$ cat config.mk
export PLATFORM = sky130hd
export DESIGN_NAME = weighted_rr_arbiter_flat
export DESIGN_NICKNAME = d
export VERILOG_FILES = /design/src/rtl/weighted_rr_arbiter_if.sv /design/src/rtl/weighted_rr_arbiter.sv /design/src/flat_wrapper.sv
export SDC_FILE = /design/constraint.sdc
export NUM_CORES = 1
export LEC_CHECK = 0
export BUFFER_PORTS_ARGS = -buffer_cell sky130_fd_sc_hd__buf_2
export CORE_ASPECT_RATIO = 0.8
export CORE_MARGIN = 2
export CORE_UTILIZATION = 43
export DETAILED_ROUTE_END_ITERATION = 12
export GPL_TIMING_DRIVEN = 0
export HOLD_SLACK_MARGIN = 0.06
export MAX_ROUTING_LAYER = met4
export PLACE_DENSITY = 0.71
export SYNTH_ARGS = -nofsm -noshare
export SYNTH_HDL_FRONTEND = slang
export SYNTH_SLANG_ARGS = --single-unit
$ cat constraint.sdc
create_clock -name clk -period 2.63 [get_ports clk]
set_clock_uncertainty 0.2 [all_clocks]
set_input_delay 0.1315 -clock clk [delete_from_list [all_inputs] [get_ports clk]]
set_output_delay 0.1315 -clock clk [all_outputs]
set_load 0.02 [all_outputs]
$ cat src/rtl/weighted_rr_arbiter_if.sv
// Request/grant bundle for weighted_rr_arbiter.
//   master : requester side, drives req and packed weights, observes the grant
//   slave  : arbiter side, samples req/weight, drives registered grant outputs
// Signals:
//   req[N]          request vector
//   weight[N*WW]    packed per-requester burst weights, requester i at [i*WW +: WW]
//   grant[N]        one-hot grant, zero when idle
//   grant_valid     |grant
//   grant_id[IDW]   binary index of the granted requester, 0 when idle
//   credit[WW]      cycles left in the current burst including this one, 0 when idle
interface weighted_rr_arbiter_if #(
  parameter int unsigned N   = 4,
  parameter int unsigned WW  = 4,
  parameter int unsigned IDW = (N > 1) ? $clog2(N) : 1
);
  logic [N-1:0]    req;
  logic [N*WW-1:0] weight;
  logic [N-1:0]    grant;
  logic            grant_valid;
  logic [IDW-1:0]  grant_id;
  logic [WW-1:0]   credit;

  modport master (
    output req, weight,
    input  grant, grant_valid, grant_id, credit
  );

  modport slave (
    input  req, weight,
    output grant, grant_valid, grant_id, credit
  );
endinterface

$ cat src/rtl/weighted_rr_arbiter.sv
// Weighted round-robin arbiter for N requesters.
// A winner keeps the grant for up to max(weight,1) consecutive cycles while it
// keeps requesting; then priority rotates to the index after the winner.
// All outputs are registered: req sampled at an edge affects grant after it.
// Ports:
//   clk    : clock, all logic on posedge
//   reset  : synchronous active-low reset
//   bus    : weighted_rr_arbiter_if.slave (req, weight in; grant, grant_valid,
//            grant_id, credit out)
module weighted_rr_arbiter #(
  parameter int unsigned N   = 4,
  parameter int unsigned WW  = 4,
  parameter int unsigned IDW = (N > 1) ? $clog2(N) : 1
) (
  input  logic                 clk,
  input  logic                 reset,
  weighted_rr_arbiter_if.slave bus
);

  typedef enum logic {IDLE, BUSY} state_t;

  state_t         state;
  logic [IDW-1:0] ptr;
  logic [N-1:0]   grant_q;
  logic           grant_valid_q;
  logic [IDW-1:0] grant_id_q;
  logic [WW-1:0]  credit_q;

  logic           found;
  logic [IDW-1:0] win;
  int unsigned    scan_idx;
  logic [WW-1:0]  win_weight;
  logic [WW-1:0]  eff_weight;
  logic [N-1:0]   win_onehot;
  logic [IDW-1:0] next_ptr;
  logic           hold;

  // Rotating priority scan: first requester at or after ptr, wrapping mod N.
  always_comb begin
    found    = 1'b0;
    win      = '0;
    scan_idx = 0;
    for (int unsigned k = 0; k < N; k++) begin
      scan_idx = (32'(ptr) + k) % N;
      if (!found && bus.req[scan_idx]) begin
        found = 1'b1;
        win   = scan_idx[IDW-1:0];
      end
    end
  end

  always_comb begin
    win_weight = bus.weight[32'(win)*WW +: WW];
    eff_weight = (win_weight == '0) ? WW'(1) : win_weight;
    win_onehot = '0;
    for (int unsigned i = 0; i < N; i++) begin
      win_onehot[i] = (32'(win) == i);
    end
    next_ptr = (32'(win) == N - 1) ? '0 : win + 1'b1;
    hold     = (state == BUSY) && bus.req[grant_id_q] && (credit_q > WW'(1));
  end

  always_ff @(posedge clk) begin
    if (!reset) begin
      state         <= IDLE;
      ptr           <= '0;
      grant_q       <= '0;
      grant_valid_q <= 1'b0;
      grant_id_q    <= '0;
      credit_q      <= '0;
    end else if (hold) begin
      credit_q <= credit_q - WW'(1);
    end else if (found) begin
      // Re-arbitration covers idle, released and expired owners alike, so
      // handover (or self re-grant of a lone requester) has no dead cycle.
      state         <= BUSY;
      ptr           <= next_ptr;
      grant_q       <= win_onehot;
      grant_valid_q <= 1'b1;
      grant_id_q    <= win;
      credit_q      <= eff_weight;
    end else begin
      state         <= IDLE;
      grant_q       <= '0;
      grant_valid_q <= 1'b0;
      grant_id_q    <= '0;
      credit_q      <= '0;
    end
  end

  assign bus.grant       = grant_q;
  assign bus.grant_valid = grant_valid_q;
  assign bus.grant_id    = grant_id_q;
  assign bus.credit      = credit_q;

endmodule

$ cat src/flat_wrapper.sv
// flat-port wrapper written by rule: the top's interface ports become plain ports
module weighted_rr_arbiter_flat 
#(
  parameter int unsigned N   = 4,
  parameter int unsigned WW  = 4,
  parameter int unsigned IDW = (N > 1) ? $clog2(N) : 1
)
  (clk, reset, bus_req, bus_weight, bus_grant, bus_grant_valid, bus_grant_id, bus_credit);
  weighted_rr_arbiter_if #(.N(N), .WW(WW), .IDW(IDW)) bus_i ();
  input  logic clk;
  input  logic reset;
  input wire logic [$bits(bus_i.req)-1:0] bus_req;
  input wire logic [$bits(bus_i.weight)-1:0] bus_weight;
  output wire logic [$bits(bus_i.grant)-1:0] bus_grant;
  output wire logic [$bits(bus_i.grant_valid)-1:0] bus_grant_valid;
  output wire logic [$bits(bus_i.grant_id)-1:0] bus_grant_id;
  output wire logic [$bits(bus_i.credit)-1:0] bus_credit;
  assign bus_i.req = bus_req;
  assign bus_i.weight = bus_weight;
  assign bus_grant = bus_i.grant;
  assign bus_grant_valid = bus_i.grant_valid;
  assign bus_grant_id = bus_i.grant_id;
  assign bus_credit = bus_i.credit;
  weighted_rr_arbiter #(.N(N), .WW(WW), .IDW(IDW)) u_core (.clk(clk), .reset(reset), .bus(bus_i));
endmodule
==> impl_metrics.json <==
{
  "outcome": "finished clean",
  "synth_compound_area_share_pct": 28.1,
  "asr_flop_ratio_synth_pct": 0,
  "timing.critical_path.required_ns": 2.66,
  "finalWirelength_um": 2240,
  "tritoncts.num_buffers": 3,
  "hold_class": "in -> reg",
  "cts_buffer_depth": 2,
  "critPathCaptureType": "register",
  "drt-pass1-iter-count": 4,
  "slew_headroom_pct": 39.6,
  "syn_to_final_growth_pct": 25.3,
  "first_global_vias": 844,
  "critical_path.reg2reg.endpoint": "u_core.bus.credit[0]",
  "syn_area_um2": 896,
  "wire_length_of_the_first_global_routing_pass_um": 3660,
  "timing.setup.critical_path_class": "reg -> reg",
  "synthAdderAreaFrac_pct": 8.38,
  "rows": 14,
  "drtIter0Drc": 17,
  "report.power.total_uw": 1040,
  "worstReg2RegStart": "u_core.bus.credit[0]",
  "all_layer_gr_usage_pct": 21.7,
  "critical_path.max_fanout": 7,
  "synth_top_family_by_area": "compound AO/OA/AOI/OAI gates",
  "synth.distinct_cells": 37,
  "num-nets-final": 174,
  "post-route-min-period_ns": 2.18,
  "worst_setup_path_startpoint": "u_core.bus.credit[0]",
  "syn-instance-count": 108,
  "vdd_ir_drop_max_mv": 0.508,
  "via_count": 938,
  "clock_tree.htree_level_count": 1,
  "grt_remaining_overflow": 0,
  "fp.coreArea_um2": 1930,
  "worst-r2r-setup-slack_ns": 0.45,
  "largest_net_degree_at_the_start_of_global_routing": 11,
  "fmax_mhz": 458,
  "dominantRegCellSynth": "sky130_fd_sc_hd__dfxtp_1",
  "gp_routability_congestion": 0.785,
  "yosys_warnings": 0,
  "yosysMostFrequentCell": "sky130_fd_sc_hd__nand3_1",
  "maxCapViolations": 0,
  "drive_gt1_share_pct": 29.7,
  "pin_count": 33,
  "synth_sequential_area_ratio_pct": 29.1,
  "cts.root.buffer_cell": "sky130_fd_sc_hd__clkbuf_4",
  "post_route_setup_tns_ns": 0,
  "yosys.area.top_type": "sky130_fd_sc_hd__dfxtp_1",
  "critPathArrivalTime_ns": 2.21,
  "worst_r2r_path_depth": 7,
  "clk_latency_ns": 0.28,
  "tritoncts": "yes",
  "period_share_pct": 82.9,
  "drc_errors": 0,
  "max_slew.worst_pin.slew_ns": 0.892,
  "synth-simple-area-share_pct": 25.6,
  "postSynthNetCount": 136,
  "number_of_flops_mapped_to_enable_cells_by_yosys": 0,
  "wl_per_cell_um": 13.3,
  "post_drt_via_cell_ratio": 5.55,
  "post_synth_xor_area_fraction_pct": 1.96,
  "power_leakage_uw": 0.000527,
  "chipHeight_um": 44.8,
  "dp_hpwl_um": 1770,
  "chipWidth_um": 55.0,
  "post-synth-top-area-fraction_pct": 29.1,
  "die-area_um2": 2470,
  "insertedDiodeCount": 0,
  "yosys-top-cells-count": "17 x sky130_fd_sc_hd__nand3_1, 13 x sky130_fd_sc_hd__dfxtp_1, 11 x sky130_fd_sc_hd__nand2_1, 8 x sky130_fd_sc_hd__nor2b_1",
  "port-buffer-count": 32,
  "post_cts_repair_setup_buffers": 0,
  "start_util_pct": 46.5,
  "maxSlewViolCount": 0,
  "clock_slew_at_the_register_clock_pins_of_the_worst_setup_and_hold_paths_ns": 0.08,
  "cp-endpoint": "u_core.bus.credit[0]",
  "setup_viol_count_final": 0,
  "avgSynthCellArea_um2": 8.29,
  "power_per_cell_area_nw_per_um2": 929,
  "yosys_register_bits": 13,
  "start_kind": "register",
  "yosys-top-cells-area": "sky130_fd_sc_hd__dfxtp_1 29%, sky130_fd_sc_hd__nand3_1 9.5%, sky130_fd_sc_hd__ha_1 8.4%",
  "synth.area.mux_share_pct": 3.63,
  "antenna_found_initial": 0,
  "timing_hold_violations_final": 0,
  "postRouteAntennaNets": 0,
  "rsz0062_at_grt": "no",
  "numClockSinks": 13
}
==> worst min path at each step <==
stage                              to  depth (start not counted)  slack [ns]     startpoint
2_1_floorplan  u_core.bus.grant_id[0]                          1        0.08          reset
3_3_place_gp   u_core.bus.grant_id[0]                          2        0.23          reset
3_5_place_dp   u_core.bus.grant_id[0]                          2        0.24          reset
4_1_cts          u_core.bus.credit[0]                          4        0.08  bus_weight[4]
5_1_grt          u_core.bus.credit[0]                          4         0.1  bus_weight[4]
6_report         u_core.bus.credit[1]                          5        0.09  bus_weight[9]
==> worst max-delay path, stage by stage, from the launching register on <==
cell and delay [ns]:
sky130_fd_sc_hd__dfxtp_1 0.35, sky130_fd_sc_hd__inv_1 0.09, sky130_fd_sc_hd__ha_1 0.19, sky130_fd_sc_hd__nor2_1 0.07, sky130_fd_sc_hd__o311ai_1 0.74, sky130_fd_sc_hd__nand2_2 0.10
sky130_fd_sc_hd__o31ai_1 0.29, sky130_fd_sc_hd__a21o_1 0.11
==> where the power goes <==
part / internal [uW] / switching (uW) / total, uW
Sequential: 261 / 61.0 / 322
Clock: 58.9 / 68.1 / 127
Combinational: 241 / 353 / 593
Total: 561 / 482 / 1040
==> stage by stage <==
step	cell area (um2)	hold WS [ns]	cells	utilization [%]	setup slack (ns)
after global placement	1090	0.234	164	56.4	0.520
after floorplan	896	0.0846	108	-	0.634
after global routing	1120	0.0998	169	58.2	0.321
after CTS	1120	0.0834	169	58.2	0.472
final	1120	0.0885	169	58.2	0.449
after detailed placement	1090	0.238	164	56.4	0.499
==> routing by layer <==
layer	vias up	track usage (%)	share of wire (%)
met5	-	-	0
met4	0	5.85	0.85
met3	4	6.95	5.0
met2	20	33.3	47
met1	440	27.4	48
li1	474	-	-
==> cells by family after synthesis <==
| group | after synthesis |
|---|---|
| multiplexers | 2 |
| adder cells (fa/ha/maj) | 6 |
| buffers and inverters | 6 |
| flip-flops | 13 |
| AO/OA/AOI/OAI | 32 |
| XOR/XNOR | 2 |
| AND/OR/NAND/NOR | 47 |
==> flip-flops by register name, summed over array words and instances (netlist names) <==
name                 cells
u_core.bus.credit        4
u_core.bus.grant_id      2
u_core.ptr               2
u_core.bus.grant         4
u_core.state             1
==> what timing repair did <==
action / in CTS / in global routing
gates resized for setup: 0 / 0
hold endpoints to repair: 3 / 0
hold buffers: 1 / 0
==> placed cells by master (no fill, tap or decap), types with 2 or more instances in the layout <==
| cell | count |
|---|---|
| sky130_fd_sc_hd__a211oi_1 | 2 |
| sky130_fd_sc_hd__a21boi_0 | 5 |
| sky130_fd_sc_hd__a32oi_1 | 2 |
| sky130_fd_sc_hd__and3_1 | 2 |
| sky130_fd_sc_hd__buf_2 | 32 |
| sky130_fd_sc_hd__clkbuf_1 | 2 |
| sky130_fd_sc_hd__clkbuf_4 | 3 |
| sky130_fd_sc_hd__dfxtp_1 | 13 |
| sky130_fd_sc_hd__ha_1 | 6 |
| sky130_fd_sc_hd__inv_1 | 3 |
| sky130_fd_sc_hd__nand2_1 | 11 |
| sky130_fd_sc_hd__nand3_1 | 17 |
| sky130_fd_sc_hd__nor2_1 | 6 |
| sky130_fd_sc_hd__nor2b_1 | 8 |
| sky130_fd_sc_hd__o211a_1 | 2 |
| sky130_fd_sc_hd__o21ai_0 | 6 |
| sky130_fd_sc_hd__xor2_1 | 2 |
==> layout make-up <==
cell class / instances / area, um2
buffer: 2 / 15.0
clock buffer: 4 / 26.3
fill: 188 / 805
inverter: 4 / 15.0
multi-input combinational: 89 / 606
sequential: 13 / 260
tap: 24 / 30.0
timing repair buffer: 33 / 170
(Power assumes the default switching activity.)
